[src/rtl/sde_h2c_axis.sv]
// -----------------------------------------------------------------------------
// sde_h2c_axis
//
// H2C AXI-Stream egress stage. Beats from the H2C data buffer are passed to the
// CL AXI-Stream master port through a two-entry skid buffer (head + skid), so
// the buffer-side ready is a flop output with no combinational path from the
// CL ready. Completed packets (last beat transferred to the CL) are counted.
// Each completed packet raises a one-cycle write-back request on the following
// cycle. By then the count outputs already hold the updated value.
//
// Optional build macro: SDE_H2C_AXIS_KEEP_CHECK_EN
//   When defined, every accepted input beat has its keep checked. A keep of
//   zero, a non-contiguous keep (not 2^n-1), or a non-full keep on a non-last
//   beat sets the sticky axis_cfg_keep_err flag. Beats are still forwarded
//   unchanged. When undefined, axis_cfg_keep_err is tied low.
//
// Ports:
//   clk, rst_n              clock, synchronous active-low reset
//   cfg_axis_clr_pkt_cnt    clear packet count and keep error
//   axis_cfg_pkt_cnt        packets delivered to the CL
//   axis_cfg_keep_err       sticky keep-format error
//   buf_axis_*              beat input from the H2C buffer (valid/ready)
//   h2c_axis_*              beat output to the CL (valid/ready)
//   axis_wb_pkt_cnt_req     one-cycle write-back request per completed packet
//   axis_wb_pkt_cnt         packet count for write-back
// -----------------------------------------------------------------------------
module sde_h2c_axis #(
    parameter int DESC_TYPE       = 0,
    parameter int PCIM_DATA_WIDTH = 512,
    parameter int AXIS_DATA_WIDTH = 512,
    parameter int USER_BIT_WIDTH  = (DESC_TYPE != 0) ? 1 : 64
) (
    input  logic                           clk,
    input  logic                           rst_n,

    input  logic                           cfg_axis_clr_pkt_cnt,
    output logic [31:0]                    axis_cfg_pkt_cnt,
    output logic                           axis_cfg_keep_err,

    input  logic                           buf_axis_valid,
    input  logic [PCIM_DATA_WIDTH-1:0]     buf_axis_data,
    input  logic [PCIM_DATA_WIDTH/8-1:0]   buf_axis_keep,
    input  logic [USER_BIT_WIDTH-1:0]      buf_axis_user,
    input  logic                           buf_axis_last,
    output logic                           axis_buf_ready,

    output logic                           h2c_axis_valid,
    output logic [AXIS_DATA_WIDTH-1:0]     h2c_axis_data,
    output logic [AXIS_DATA_WIDTH/8-1:0]   h2c_axis_keep,
    output logic [USER_BIT_WIDTH-1:0]      h2c_axis_user,
    output logic                           h2c_axis_last,
    input  logic                           h2c_axis_ready,

    output logic                           axis_wb_pkt_cnt_req,
    output logic [31:0]                    axis_wb_pkt_cnt
);

    localparam int KEEP_W = AXIS_DATA_WIDTH / 8;

    typedef enum logic [1:0] {
        ST_EMPTY = 2'd0,
        ST_ONE   = 2'd1,
        ST_FULL  = 2'd2
    } state_e;

    typedef struct packed {
        logic [AXIS_DATA_WIDTH-1:0] data;
        logic [KEEP_W-1:0]          keep;
        logic [USER_BIT_WIDTH-1:0]  user;
        logic                       last;
    } beat_t;

    state_e      state_q, state_d;
    beat_t       head_q, head_d;
    beat_t       skid_q, skid_d;
    beat_t       in_beat;
    logic        ready_q, ready_d;
    logic        accept;
    logic        xfer;
    logic [31:0] pkt_cnt_q, pkt_cnt_d;
    logic        wb_req_q, wb_req_d;

    assign in_beat = '{data: buf_axis_data,
                       keep: buf_axis_keep,
                       user: buf_axis_user,
                       last: buf_axis_last};

    assign accept = buf_axis_valid & ready_q;
    assign xfer   = (state_q != ST_EMPTY) & h2c_axis_ready;

    // Skid buffer next-state. Acceptance is only possible when ready_q is
    // set, which never happens in FULL, so FULL only has to handle drain.
    always_comb begin
        state_d = state_q;
        head_d  = head_q;
        skid_d  = skid_q;
        case (state_q)
            ST_EMPTY: begin
                if (accept) begin
                    head_d  = in_beat;
                    state_d = ST_ONE;
                end
            end
            ST_ONE: begin
                if (accept && !xfer) begin
                    skid_d  = in_beat;
                    state_d = ST_FULL;
                end else if (!accept && xfer) begin
                    state_d = ST_EMPTY;
                end else if (accept && xfer) begin
                    head_d  = in_beat;
                end
            end
            ST_FULL: begin
                if (xfer) begin
                    head_d  = skid_q;
                    state_d = ST_ONE;
                end
            end
            default: begin
                state_d = ST_EMPTY;
            end
        endcase
    end

    // Ready is registered from the next state: it depends on h2c_axis_ready
    // only through a flop, and stays low while reset is held.
    assign ready_d = (state_d != ST_FULL);

    always_comb begin
        pkt_cnt_d = pkt_cnt_q;
        if (cfg_axis_clr_pkt_cnt) begin
            pkt_cnt_d = '0;
        end else if (xfer && head_q.last) begin
            pkt_cnt_d = pkt_cnt_q + 32'd1;
        end
    end

    // The request follows every last transfer, even one cleared in the same
    // cycle, so write-back never misses a completed packet.
    assign wb_req_d = xfer & head_q.last;

    always_ff @(posedge clk) begin
        if (!rst_n) begin
            state_q   <= ST_EMPTY;
            ready_q   <= 1'b0;
            head_q    <= '0;
            skid_q    <= '0;
            pkt_cnt_q <= '0;
            wb_req_q  <= 1'b0;
        end else begin
            state_q   <= state_d;
            ready_q   <= ready_d;
            head_q    <= head_d;
            skid_q    <= skid_d;
            pkt_cnt_q <= pkt_cnt_d;
            wb_req_q  <= wb_req_d;
        end
    end

    assign axis_buf_ready      = ready_q;
    assign h2c_axis_valid      = (state_q != ST_EMPTY);
    assign h2c_axis_data       = head_q.data;
    assign h2c_axis_keep       = head_q.keep;
    assign h2c_axis_user       = head_q.user;
    assign h2c_axis_last       = head_q.last;
    assign axis_cfg_pkt_cnt    = pkt_cnt_q;
    assign axis_wb_pkt_cnt     = pkt_cnt_q;
    assign axis_wb_pkt_cnt_req = wb_req_q;

`ifdef SDE_H2C_AXIS_KEEP_CHECK_EN
    localparam int IN_KEEP_W = PCIM_DATA_WIDTH / 8;
    localparam logic [IN_KEEP_W-1:0] KEEP_ONE = IN_KEEP_W'(1);

    logic keep_viol;
    logic keep_err_q;

    // keep & (keep + 1) is zero exactly for 2^n-1 patterns (including all
    // ones, which wraps to zero), i.e. bytes contiguous from byte 0.
    always_comb begin
        keep_viol = (buf_axis_keep == '0)
                 || ((buf_axis_keep & (buf_axis_keep + KEEP_ONE)) != '0)
                 || (!buf_axis_last && (buf_axis_keep != '1));
    end

    always_ff @(posedge clk) begin
        if (!rst_n) begin
            keep_err_q <= 1'b0;
        end else if (cfg_axis_clr_pkt_cnt) begin
            keep_err_q <= 1'b0;
        end else if (accept && keep_viol) begin
            keep_err_q <= 1'b1;
        end
    end

    assign axis_cfg_keep_err = keep_err_q;
`else
    assign axis_cfg_keep_err = 1'b0;
`endif

endmodule

[config.mk]
export PLATFORM = sky130hd
export DESIGN_NAME = sde_h2c_axis
export DESIGN_NICKNAME = d
export VERILOG_FILES = /design/src/rtl/sde_h2c_axis.sv
export SDC_FILE = /design/constraint.sdc
export NUM_CORES = 2
export LEC_CHECK = 0
export ABC_AREA = 1
export CAP_MARGIN = 10
export CELL_PAD_IN_SITES_DETAIL_PLACEMENT = 0
export CELL_PAD_IN_SITES_GLOBAL_PLACEMENT = 1
export CORE_AREA = 2 2 523 525
export DETAILED_ROUTE_END_ITERATION = 10
export DIE_AREA = 0 0 525 527
export PLACE_DENSITY_LB_ADDON = 0.08
export SYNTH_ARGS = -nofsm -noshare
export SYNTH_HDL_FRONTEND = slang
export SYNTH_SLANG_ARGS = --single-unit
[constraint.sdc]
create_clock -name clk -period 2 [get_ports clk]
set_input_delay 0.4 -clock clk [delete_from_list [all_inputs] [get_ports clk]]
set_output_delay 0.4 -clock clk [all_outputs]
set_load 0.01 [all_outputs]
==> results.toml <==
[outcome]
status = "finished, final reports clean"

[timing]
finClkSkew_ns = 0.0421
finalSetupViolCount = 0
setup_ws_ns = 0.0324
fin_crit_ns = 1.97
worst_pin_slew_ns = 0.773
slew_violations = 0
rsz0062_at_grt = "yes"
finalHoldViolCount = 0
max_freq_mhz = 508
finalCritPeriodShare_pct = 98.4
slew_headroom_pct = 48.5

[clock_tree]
cts_inserted_buffers = 180
htree_levels = 4
cts-root-buf = "clkbuf_16"
cts.sinks = 1318
clk-insertion-delay-late_ns = 0.85
cts_buffer_depth = 4
cts_tree = "done"
cts.clk_slew.worst_paths_ns = 0.06

[layout]
drive_gt1_share_pct = 10.8
multi_input_area_um2 = 23300
layout.nets = 9918
regArea_um2 = 26700
syn_to_final_growth_pct = 46.3
post-route-util_pct = 29.8
finalInstanceArea_um2 = 81000
final_cells = 13000
nFillCells = 29600

[placement]
portBuffers = 1353
pre_cts_slack_ns = -0.668
dpl.cell_count = 12600
dpl.hpwl_um = 212000
post_dp_cell_area_um2 = 74900
gp_congestion = 0.794

[detailed_routing]
via_per_inst = 4.39
routed_wl_um = 292000
antenna_left = 0
drtIter0Drc = 3395
routedWlPerCell_um = 22.4
drt_first_pass_iters = 5
route.detailed.drc = 0
vias = 57200

[floorplan]
die_y_um = 527
core_um2 = 272000
die_area_um2 = 277000
ioPinCount = 1355
floorplan.rows = 192
start_util_pct = 20.4
fp.dieW_um = 525

[critical_path]
crit_path_start_kind = "flip-flop"
path_class = "reg -> out"
critPathArrivalTime_ns = 1.57
endpoint_kind = "primary output"
critPathRequiredTime_ns = 1.60
path_max_fanout = 7

[yosys]
synth_area_um2 = 55300
yosysTopAreaCell = "dfxtp_1"
ys.flop_type = "dfxtp_1"
synth_top_cell_area_share_pct = 47.7
syn-instance-count = 8002
synth-seq-cells = 1318
syn_nets = 8649
yosysSeqAreaShare_pct = 47.7
synth_cell_types = 25
synth_edf_count = 0
synthTopCellsByArea = "dfxtp_1, o21ai_0, nand2_1"
yosys_warnings = 0
syn_area_per_cell_um2 = 6.92
async_reset_ff_share_pct = 0

[grt]
track_usage_pct = 20.1
grt_max_degree = 131
grt_first_pass_wirelength_um = 411000
antenna_found_initial = 189
grt_pass1_vias = 54800
grt.overflow.total = 0

[power]
p_int_uw = 49900
p_total_uw = 68800
switchingPower_uw = 18900
ir_drop_mv = 0.577
power.density_nw_per_um2 = 850
p_leak_uw = 0.0339
clock_power_share_pct = 45.4
power_frac_comb_pct = 13.1
pwr-share-seq_pct = 41.5
p_sw_share_pct = 27.5

[run]
drv_cap = 0

[worst_hold_path]
hp-class = "in -> reg"
-- layer usage --
layer  vias up  wire [um]  global-route usage (%)
met5         -        721                       0
met3       524      23300                    6.93
met4       110       7560                    6.05
li1      28300          -                       -
met1     26600     125000                    24.6
met2      1694     135000                    33.2
-- final timing paths --
| kind | startpoint | to | slack, ns | depth (start not counted) |
|---|---|---|---|---|
| max reg2reg | state_q[0] | h2c_axis_data[82] | 0.12 | 7 |
| max | state_q[0] | h2c_axis_valid | 0.03 | 4 |
| min | rst_n | skid_q[11] | 0.11 | 4 |
| min reg2reg | h2c_axis_data[151] | h2c_axis_data[151] | 0.44 | 2 |
-- power by group through the flow --
stage               clock network [uW]  registers, uW  logic [uW]
CTS                              32500          28600        9100
detailed placement                   0          29100        9600
finish                           31300          28500        9000
global placement                     0          29100        9610
floorplan                            0          29200        3240
global route                     33400          28700        9950
-- cells by family (layout without fill, tap and decap cells) --
family	after synthesis	in the layout	share of synthesized area, %
xor+xnor	1	1	0.0158
simple gates	3263	3263	23.7
fa+ha+maj	1	1	0.0226
compound gates	2024	2024	18.3
other cells	1	51	0.00678
buf+inv	1394	2787	10.3
flops	1318	1318	47.7
-- timing repair --
action / in CTS / in global routing
gates cloned: 2 / 9
hold buffers: 0 / 0
hold endpoints to repair: 0 / 0
resized for setup: 1368 / 38
buffers inserted: 7 / 16
pin swaps: 1 / 1
endpoints found under the setup margin: 733 / 354
-- sequential cells by signal, indices dropped and copies added (netlist names) --
name and cells:
axis_cfg_pkt_cnt 32, axis_buf_ready 1, state_q 2, skid_q 641, h2c_axis_last 1, h2c_axis_keep 64
h2c_axis_data 512, h2c_axis_user 64, axis_wb_pkt_cnt_req 1
-- critical path, cell delays in order, from the launching register on --
cell     delay, ns
dfxtp_4       0.36
inv_8         0.06
buf_12        0.14
nand2_4       0.06
buf_6         0.14
-- per-stage QoR --
step           TNS (ns)  hold slack [ns]
2_1_floorplan         0            0.425
3_3_place_gp    -378.85            0.429
3_5_place_dp    -370.09            0.435
4_1_cts          -0.152           0.0263
5_1_grt          -0.139           0.0568
6_report              0            0.106
-- cell usage after synthesis (all sizes together) (2+ instances only) --
master / n
clkbuf: 360
dfxtp: 1318
nor2: 1285
a21oi: 694
nand3: 631
nand2: 1327
o21ai: 1328
and3: 2
inv: 722
nand4: 11
buf: 312
nor3: 4
-- cells in the final DEF, fill, tap and decap left out, types with 4 or more instances in the layout --
cell,count
buf_2,25
o21ai_1,293
clkdlybuf4s15_1,75
buf_16,15
dfxtp_4,24
clkinv_2,15
nor2_1,1279
diode_2,50
nand2_1,1324
clkbuf_16,190
buf_6,7
clkdlybuf4s50_1,644
buf_12,125
dfxtp_1,1145
nor3_1,4
inv_1,719
clkbuf_1,64
o21ai_0,1034
dlygate4sd2_1,457
dfxtp_2,149
clkdlybuf4s15_2,142
clkbuf_8,36
clkbuf_2,5
buf_4,252
a21oi_1,694
nand4_1,10
nand3_1,631
nor2_2,6
-- final cells by class --
class,count,area share (%)
Tap cell,3589,5.55
Clock inverter,25,0.329
Clock buffer,281,6.50
Antenna cell,50,0.155
Inverter,722,3.37
Multi-Input combinational cell,5290,28.8
Timing Repair Buffer,1759,22.4
Sequential cell,1318,32.9
Power figures use the tool's default switching activity.
